==> config.mk <==
export PLATFORM = sky130hd
export DESIGN_NAME = vx_dispatch_rr_arb
export DESIGN_NICKNAME = d
export VERILOG_FILES = /design/src/rtl/vx_dispatch_rr_arb.sv
export SDC_FILE = /design/constraint.sdc
export NUM_CORES = 1
export LEC_CHECK = 0
export ABC_CLOCK_PERIOD_IN_PS = 7000
export BUFFER_PORTS_ARGS = -buffer_cell sky130_fd_sc_hd__buf_2
export CORE_MARGIN = 1
export CORE_UTILIZATION = 45
export CTS_CLUSTER_SIZE = 40
export DETAILED_ROUTE_END_ITERATION = 8
export PLACE_DENSITY = 0.76
export SLEW_MARGIN = 15
export SYNTH_ARGS = -nofsm -noshare
export SYNTH_HDL_FRONTEND = slang
export SYNTH_SLANG_ARGS = --single-unit
==> constraint.sdc <==
create_clock -name i_clk -period 7 [get_ports i_clk]
set_clock_uncertainty 0.15 [all_clocks]
set_input_delay 1.4 -clock i_clk [delete_from_list [all_inputs] [get_ports i_clk]]
set_output_delay 1.4 -clock i_clk [all_outputs]
set_load 0.005 [all_outputs]
==> src/rtl/vx_dispatch_rr_arb.sv <==
// Round-robin dispatch arbiter: NUM_REQS valid/ready requesters share one
// downstream port through a 2-entry registered elastic buffer, with
// saturating per-requester stall counters for performance reporting.
module vx_dispatch_rr_arb #(
  parameter int NUM_REQS = 4,
  parameter int DATAW    = 64,
  parameter int REQ_SELW = (NUM_REQS > 1) ? $clog2(NUM_REQS) : 1,
  parameter int PERF_W   = 16
) (
  input  logic                       i_clk,
  input  logic                       i_reset,
  input  logic [NUM_REQS-1:0]        i_in_valid,
  input  logic [NUM_REQS*DATAW-1:0]  i_in_data,
  output logic [NUM_REQS-1:0]        o_in_ready,
  output logic                       o_out_valid,
  output logic [DATAW-1:0]           o_out_data,
  output logic [REQ_SELW-1:0]        o_out_sel,
  input  logic                       i_out_ready,
  output logic [NUM_REQS*PERF_W-1:0] o_perf_stalls
);

  logic [REQ_SELW-1:0] r_last_grant;
  logic [1:0]          r_count;
  logic [REQ_SELW-1:0] r_sel0, r_sel1;
  logic [DATAW-1:0]    r_data0, r_data1;

  logic [NUM_REQS-1:0] w_grant;
  logic [REQ_SELW-1:0] w_win_idx;
  logic [REQ_SELW-1:0] w_cand;
  logic                w_any;
  logic                w_can_accept;
  logic                w_push;
  logic                w_pop;
  logic [DATAW-1:0]    w_push_data;

  function automatic logic [REQ_SELW-1:0] wrap_idx(input int v);
    int r;
    r = v % NUM_REQS;
    return REQ_SELW'(r);
  endfunction

  // Round-robin search starting just after the last requester that fired.
  always_comb begin
    w_grant   = '0;
    w_win_idx = '0;
    w_cand    = '0;
    w_any     = 1'b0;
    for (int k = 0; k < NUM_REQS; k++) begin
      w_cand = wrap_idx(int'(r_last_grant) + 1 + k);
      if (!w_any && i_in_valid[w_cand]) begin
        w_any     = 1'b1;
        w_win_idx = w_cand;
      end
    end
    if (w_any) w_grant[w_win_idx] = 1'b1;
  end

  // Acceptance depends only on registered occupancy, never on i_out_ready.
  assign w_can_accept = (r_count != 2'd2);
  assign o_in_ready   = w_grant & {NUM_REQS{w_can_accept}};
  assign w_push       = |o_in_ready;
  assign w_pop        = o_out_valid & i_out_ready;
  assign w_push_data  = i_in_data[w_win_idx*DATAW +: DATAW];

  assign o_out_valid = (r_count != 2'd0);
  assign o_out_data  = r_data0;
  assign o_out_sel   = r_sel0;

  // Priority pointer moves only when a requester actually transfers.
  always_ff @(posedge i_clk) begin
    if (i_reset) begin
      r_last_grant <= REQ_SELW'(NUM_REQS - 1);
    end else if (w_push) begin
      r_last_grant <= w_win_idx;
    end
  end

  // Buffer occupancy; a push at full occupancy is blocked by w_can_accept.
  always_ff @(posedge i_clk) begin
    if (i_reset) begin
      r_count <= 2'd0;
    end else begin
      unique case ({w_push, w_pop})
        2'b10:   r_count <= r_count + 2'd1;
        2'b01:   r_count <= r_count - 2'd1;
        default: r_count <= r_count;
      endcase
    end
  end

  // Buffer payload: entry 0 is always the head, entry 1 the spill slot.
  always_ff @(posedge i_clk) begin
    if (w_push && ((r_count == 2'd0) || ((r_count == 2'd1) && w_pop))) begin
      r_data0 <= w_push_data;
      r_sel0  <= w_win_idx;
    end else if (w_pop) begin
      r_data0 <= r_data1;
      r_sel0  <= r_sel1;
    end
    if (w_push && (r_count == 2'd1) && !w_pop) begin
      r_data1 <= w_push_data;
      r_sel1  <= w_win_idx;
    end
  end

  for (genvar g = 0; g < NUM_REQS; g++) begin : g_stall
    logic [PERF_W-1:0] r_cnt;

    // Count cycles a requester waits, whether it lost arbitration or the buffer was full.
    always_ff @(posedge i_clk) begin
      if (i_reset) begin
        r_cnt <= '0;
      end else if (i_in_valid[g] && !o_in_ready[g] && (r_cnt != {PERF_W{1'b1}})) begin
        r_cnt <= r_cnt + 1'b1;
      end
    end

    assign o_perf_stalls[g*PERF_W +: PERF_W] = r_cnt;
  end

`ifndef SYNTHESIS
  a_ready_onehot: assert property (@(posedge i_clk) disable iff (i_reset)
    $onehot0(o_in_ready));
  a_no_push_full: assert property (@(posedge i_clk) disable iff (i_reset)
    w_push |-> (r_count != 2'd2));
  a_out_stable: assert property (@(posedge i_clk) disable iff (i_reset)
    (o_out_valid && !i_out_ready) |=> ($stable(o_out_data) && $stable(o_out_sel)));
`endif

endmodule

# ---- Word-level counts from Yosys, hierarchy flattened
# Cells that the tools add are included.
dict set report word_totals {
  ramBits 0
  wordCells 91
  output_inout_bits 135
  n_memories 0
  input_bits 263
  latch_bits 0
  mem_bits_ro 0
  reg_bits 200
}
dict set report classes {
  n_mux 24
  n_eq_ne 8
  bitwise_logic 2
  order_cmp 6
  n_mul 0
  div 0
  n_addsub 10
  shifts 1
  reduce_logical 30
}
# op count
set ops {}
lappend ops {{$shiftx 256x9->64} 1}
lappend ops {{$mux 64} 2}
lappend ops {{$add 16x1->16 const B} 4}
lappend ops {{$ne 16x16->1 const B} 4}
lappend ops {{$logic_and 1x1->1} 16}
lappend ops {{$lt 2x3->1 const B} 5}
lappend ops {{$mux 2} 6}
lappend ops {{$mux 1} 9}
lappend ops {{$bmux 1 s2} 4}
lappend ops {{$logic_not 1->1} 8}
lappend ops {{$add 2x2->2 const B} 3}
lappend ops {{$reduce_bool 2->1} 3}
lappend ops {{$add 2x1->2 const B} 2}
lappend ops {{$and 4x4->4} 1}
lappend ops {{$eq 2x1->1 const B} 2}
lappend ops {{$mux 4} 1}
lappend ops {{$pmux 2 s2} 1}
lappend ops {{$reduce_or 4->1} 1}
lappend ops {{$demux 1 s2} 1}
lappend ops {{$eq 2x2->1 const B} 1}
lappend ops {{$ge 2x1->1 const B} 1}
lappend ops {{$logic_not 2->1} 1}
lappend ops {{$ne 2x2->1 const B} 1}
lappend ops {{$sub 2x1->2 const B} 1}
lappend ops {{other kinds (2)} 2}

# ---- Longest topological paths before layout
dict set report logic_depth {
  word_depth 22
  depth_mapped 10
  mapped_depth_nobuf 7
}

# ---- Worst setup path after synthesis
# OpenSTA, ideal clock, no wires.
dict set report synth_path {
  path_kind {input -> register}
  startpoint {input i_in_valid[1]}
  endpoint {register r_data1[0], enable pin}
  setup_time_ns 0.585
  required_time_ns 6.265
  arrival_ns 6.800
  path_slack_ns -0.535
  n_path_buf 2
  path_stages 5
  path_cell_list {buf_2 -> nor2_1 -> a21o_1 -> clkbuf_1 -> nor3b_1}
}
dict set report synth_via {
  elab_chain_len 21
  word_cells_on_any_way 32
  cone_classes {2 x order compare; 19 x mux; 1 x bitwise; 10 x reduce/logical}
}
# element line_no
set synth_rtl {}
lappend synth_rtl {{from (decl)} 12} ;# input logic [NUM_REQS-1:0] i_in_valid,
lappend synth_rtl {{$bmux 1 s2} 50} ;# if (!w_any && i_in_valid[w_cand]) begin
lappend synth_rtl {{$mux 1 (not written as such)} 50}
lappend synth_rtl {{$mux 1} 50}
lappend synth_rtl {{$logic_not 1->1} 50}
lappend synth_rtl {{$logic_and 1x1->1} 50}
lappend synth_rtl {{$mux 1} 50}
lappend synth_rtl {{$logic_not 1->1} 50}
lappend synth_rtl {{$logic_and 1x1->1} 50}
lappend synth_rtl {{[... 4 more ...]} --}
lappend synth_rtl {{$lt 2x3->1 (not written as such) or $ge 2x1->1 (tied branches)} 55} ;# if (w_any) w_grant[w_win_idx] = 1'b1;
lappend synth_rtl {{$logic_and 1x1->1 (not written as such)} 55}
lappend synth_rtl {{$mux 1 (not written as such)} 55}
lappend synth_rtl {{$demux 1 s2} 55}
lappend synth_rtl {{$mux 4 *} 55}
lappend synth_rtl {{$and 4x4->4 *} 60} ;# assign o_in_ready = w_grant & {NUM_REQS{w_can_accept}};
lappend synth_rtl {{$reduce_or 4->1 *} 61} ;# assign w_push = |o_in_ready;
lappend synth_rtl {{$logic_and 1x1->1 * (2 in a row)} 100} ;# if (w_push && (r_count == 2'd1) && !w_pop) begin
lappend synth_rtl {{to (signal assigned)} 101} ;# r_data1 <= w_push_data;
lappend synth_rtl {{to (decl)} 25} ;# logic [DATAW-1:0] r_data0, r_data1;
# Mark *: on every way between the ends. The rest lies on a longest branch, timed or not. The select of a mux whose other input is x is not followed.
# A chain may end at the register's enable or synchronous reset.

# ---- Worst setup path in the final report
dict set report layout_path {
  startpoint {input i_in_valid[3]}
  endpoint {output o_in_ready[1]}
}
dict set report layout_via {
  elab_chain_len 18
  word_cells_on_any_way 29
  cone_classes {2 x order compare; 19 x mux; 1 x bitwise; 7 x reduce/logical}
}
# element line_no
set layout_rtl {}
lappend layout_rtl {{$bmux 1 s2} 50}
lappend layout_rtl {{$mux 1 (not written as such)} 50}
lappend layout_rtl {{$mux 1} 50}
lappend layout_rtl {{$logic_not 1->1} 50}
lappend layout_rtl {{$logic_and 1x1->1} 50}
lappend layout_rtl {{$mux 1} 50}
lappend layout_rtl {{$logic_not 1->1} 50}
lappend layout_rtl {{$logic_and 1x1->1} 50}
lappend layout_rtl {{[... 2 more ...]} --}
lappend layout_rtl {{$logic_and 1x1->1} 50}
lappend layout_rtl {{$mux 2} 50}
lappend layout_rtl {{$lt 2x3->1 (not written as such) or $ge 2x1->1 (tied branches)} 55}
lappend layout_rtl {{$logic_and 1x1->1 (not written as such)} 55}
lappend layout_rtl {{$mux 1 (not written as such)} 55}
lappend layout_rtl {{$demux 1 s2} 55}
lappend layout_rtl {{$mux 4 *} 55}
lappend layout_rtl {{$and 4x4->4 *} 60}
lappend layout_rtl {{to (decl)} 14} ;# output logic [NUM_REQS-1:0] o_in_ready,
# Marks and branches as above.

==> run_results.csv <==
group,metric,value,unit
outcome,status,"complete, no violations",
critical_path,worstPathCellList,"buf_2 -> nand2b_1 -> a21o_2 -> buf_4 -> a311oi_2 -> buf_4 -> buf_2",
placement,io_buffers,397,
layout,area_delta_synth_final,24.4,%
synth,synth.most_common_cell,"edfxtp_1",
layout,fin_area,0.0140,sq mm
synth,synth_cells,1131,
grt,grt_max_degree,100,
route,routed-via-count,10721,
synth,ys_seq_area_share,47.4,%
grt,grt-ovfl-total,0,
critical_path,cp_max_fo,96,
synth,syn_nets,1402,
clock_tree,postCtsSetupRepairBufs,0,
die,die_w,160,um
timing,post-route-period-util,68.1,%
layout,fin_nets,1730,
layout,nFillCells,2229,
placement,dp_hpwl,24000,um
route,wl,34500,um
timing,drv_slew,0,
layout,drive_gt1_share,32.3,%
synth,ys.warnings.count,0,
route,drt.antenna.violating_nets,0,
clock_tree,root_buffer,"clkbuf_16",
timing,slew_headroom,32.1,%
critical_path,worstPathRequired,5.45,ns
critical_path,crit_path_max_incr_delay,0.62,ns
clock_tree,cts_resized,0,
layout,utilization,57.3,%
critical_path,worstSetupPathType,"input port to output pin",
die,core_area,0.0244,sq mm
worst_hold_path,hold_class,"register to register",
synth,yosysUniqueCellTypes,57,
timing,fin_crit,4.77,ns
die,initial_core_util,46.1,%
synth,synth_top_area_cell,"edfxtp_1",
grt,grt_pass1_vias,9812,
critical_path,start_kind,"input port",
route,drtIter0Drc,968,
synth,synthesis.area,0.0112,sq mm
timing,setup_viol,0,
die,die_y,160,um
synth,ys_ff_latch,200,
grt,antenna_found_initial,3,
timing,rsz0062_at_grt,"no",
power_and_ir_drop,p_total,4.85,mW
critical_path,critPathSlowestCell,"buf_4",
critical_path,cp_data_arrival_time,3.22,ns
route,wire_per_inst,19.2,um
timing,tightest_slew,1.02,ns
timing,hold_violations,0,
synth,synth_common_cells,"132 x edfxtp_1, 112 x a21oi_1, 80 x clkbuf_1",
clock_tree,cts_hold_buffers,0,
clock_tree,cts_buffers,17,
power_and_ir_drop,p_per_area,347,mW/mm^2
route,drc_errors,0,
power_and_ir_drop,peakVddDrop,269,uV
synth,synth-edff-count,132,
flow_run,cap_violations,0,
placement,routabilityCongestion,0.869,
critical_path,crit_buf_inv,4,
synth,yosysTopAreaCellShare,35.3,%
timing,setup_tns,0,ns
critical_path,end_kind,"output pin",
power_and_ir_drop,cellLeakagePower,5.62,nW
critical_path,critPathTopFamily,"buffers and inverters",
synth,synth_ff_type,"edfxtp_1",
clock_tree,h-tree-depth,4,
synth,synthArstFlopShare,0,%
grt,grt_usage,25.8,%
clock_tree,tritoncts,"yes",
clock_tree,clkSlewWorstSetupHoldPaths,0.08,ns
placement,postPlaceCellArea,0.0134,sq mm
route,drtPass1Iterations,6,
route,routed_via_density,5.96,
clock_tree,cts.sinks,200,
clock_tree,clockBufferDepth,2,
synth,avgSynthCellArea,9.93,sq um
timing,max_freq,0.210,GHz
clock_tree,clk_latency,0.43,ns
grt,grt_pass1_wl,52400,um
die,row_count,57,
placement,dp_cells,1764,
layout,stdcell_count,1798,
die,die_area,0.0256,sq mm
synth,yosys-top-cells-area,"edfxtp_1 35%, dfxtp_1 12%, mux2i_1 6.1%",
die,io_pins,398,
## registers in the layout, indices dropped and copies added, names as in the netlist
register	flops
r_count	2
r_sel1	2
o_out_sel	2
r_last_grant	2
r_data1	64
o_out_data	64
g_stall.r_cnt	64
## stage by stage
stage | setup WS (ns) | hold slack (ns)
after global placement | 2.25 | 0.313
after global routing | 2.08 | 0.368
final | 2.23 | 0.342
after detailed placement | 2.19 | 0.332
after CTS | 2.18 | 0.343
after floorplan | 1.30 | 0.325
## worst reg2reg max path, cell delays in order, from the launching register on
cell and delay (ns):
dfxtp_1 0.36, nand2b_1 0.21, a311o_2 0.50, clkinv_2 0.08, buf_4 0.54, nand2_1 0.22, buf_4 0.30, o32ai_1 0.37
a31oi_1 0.06
## per-layer routing
metal / track usage [%] / wire (um) / up-vias / share of wire [%]
met5: 0 / 10 / - / 0.029
met4: 9.18 / 932 / 2 / 2.7
met3: 5.87 / 2650 / 60 / 7.7
met2: 42.6 / 16600 / 474 / 48
met1: 33.1 / 14300 / 5049 / 41
li1: - / - / 5136 / -
## cells in the final DEF (no fill, tap or decap), drive strengths merged, types with 3 or more instances in the layout
| cell type | count |
|---|---|
| nand4 | 14 |
| nor2 | 70 |
| nor3b | 5 |
| clkbuf | 19 |
| nor2b | 11 |
| nand2 | 33 |
| a211oi | 35 |
| nand2b | 7 |
| inv | 50 |
| nor4 | 5 |
| nor3 | 39 |
| a21o | 3 |
| a21oi | 112 |
| clkinv | 7 |
| buf | 414 |
| a31oi | 62 |
| and3 | 9 |
| o31ai | 20 |
| mux2 | 13 |
| or3 | 24 |
| o32ai | 31 |
| edfxtp | 132 |
| a221oi | 33 |
| nand3 | 24 |
| or4 | 21 |
| o21a | 3 |
| o21ai | 28 |
| dfxtp | 68 |
| mux2i | 69 |
| and4 | 70 |
| o2111ai | 4 |
| o211ai | 4 |
| ha | 8 |
## cells by family (layout without fill, tap and decap cells)
family	Yosys count	in the layout	share of synthesized area, %
DFF	200	200	47.4
muxes	82	82	7.48
adders and majority gates	8	8	0.891
xor gates and xnor gates	2	2	0.156
AOI/OAI and AO/OA	346	346	20.4
and+or+nand+nor	343	343	18.2
buffers and inverters	150	491	5.45
other	0	2	0
## power by group
| group | internal (mW) | total, mW | switching, mW |
|---|---|---|---|
| sequential | 1.81 | 1.91 | 0.104 |
| clock | 0.496 | 0.971 | 0.474 |
| combinational | 0.709 | 1.97 | 1.26 |
## area by class of cell
cell class	count	area, sq um	area share (%)
clock inverters	13	128	0.914
inverters	45	170	1.22
clock buffers	19	443	3.17
repair buffers	414	2110	15.1
diodes	2	5.00	0.0358
multi-input cells	781	5380	38.5
well taps	324	405	2.90
flip-flops and latches	200	5330	38.1
## worst paths after layout
kind / startpoint / to / slack (ns) / cells after the start
worst min register to register: g_stall[0].r_cnt[4] / g_stall[0].r_cnt[4] / 0.34 / 1
worst max register to register: r_last_grant[0] / o_out_data[60] / 3.92 / 8
worst max-delay path: i_in_valid[3] / o_in_ready[1] / 2.23 / 7
worst min-delay path: g_stall[0].r_cnt[4] / g_stall[0].r_cnt[4] / 0.34 / 1
Note: power is estimated with default switching activity, not from simulation.
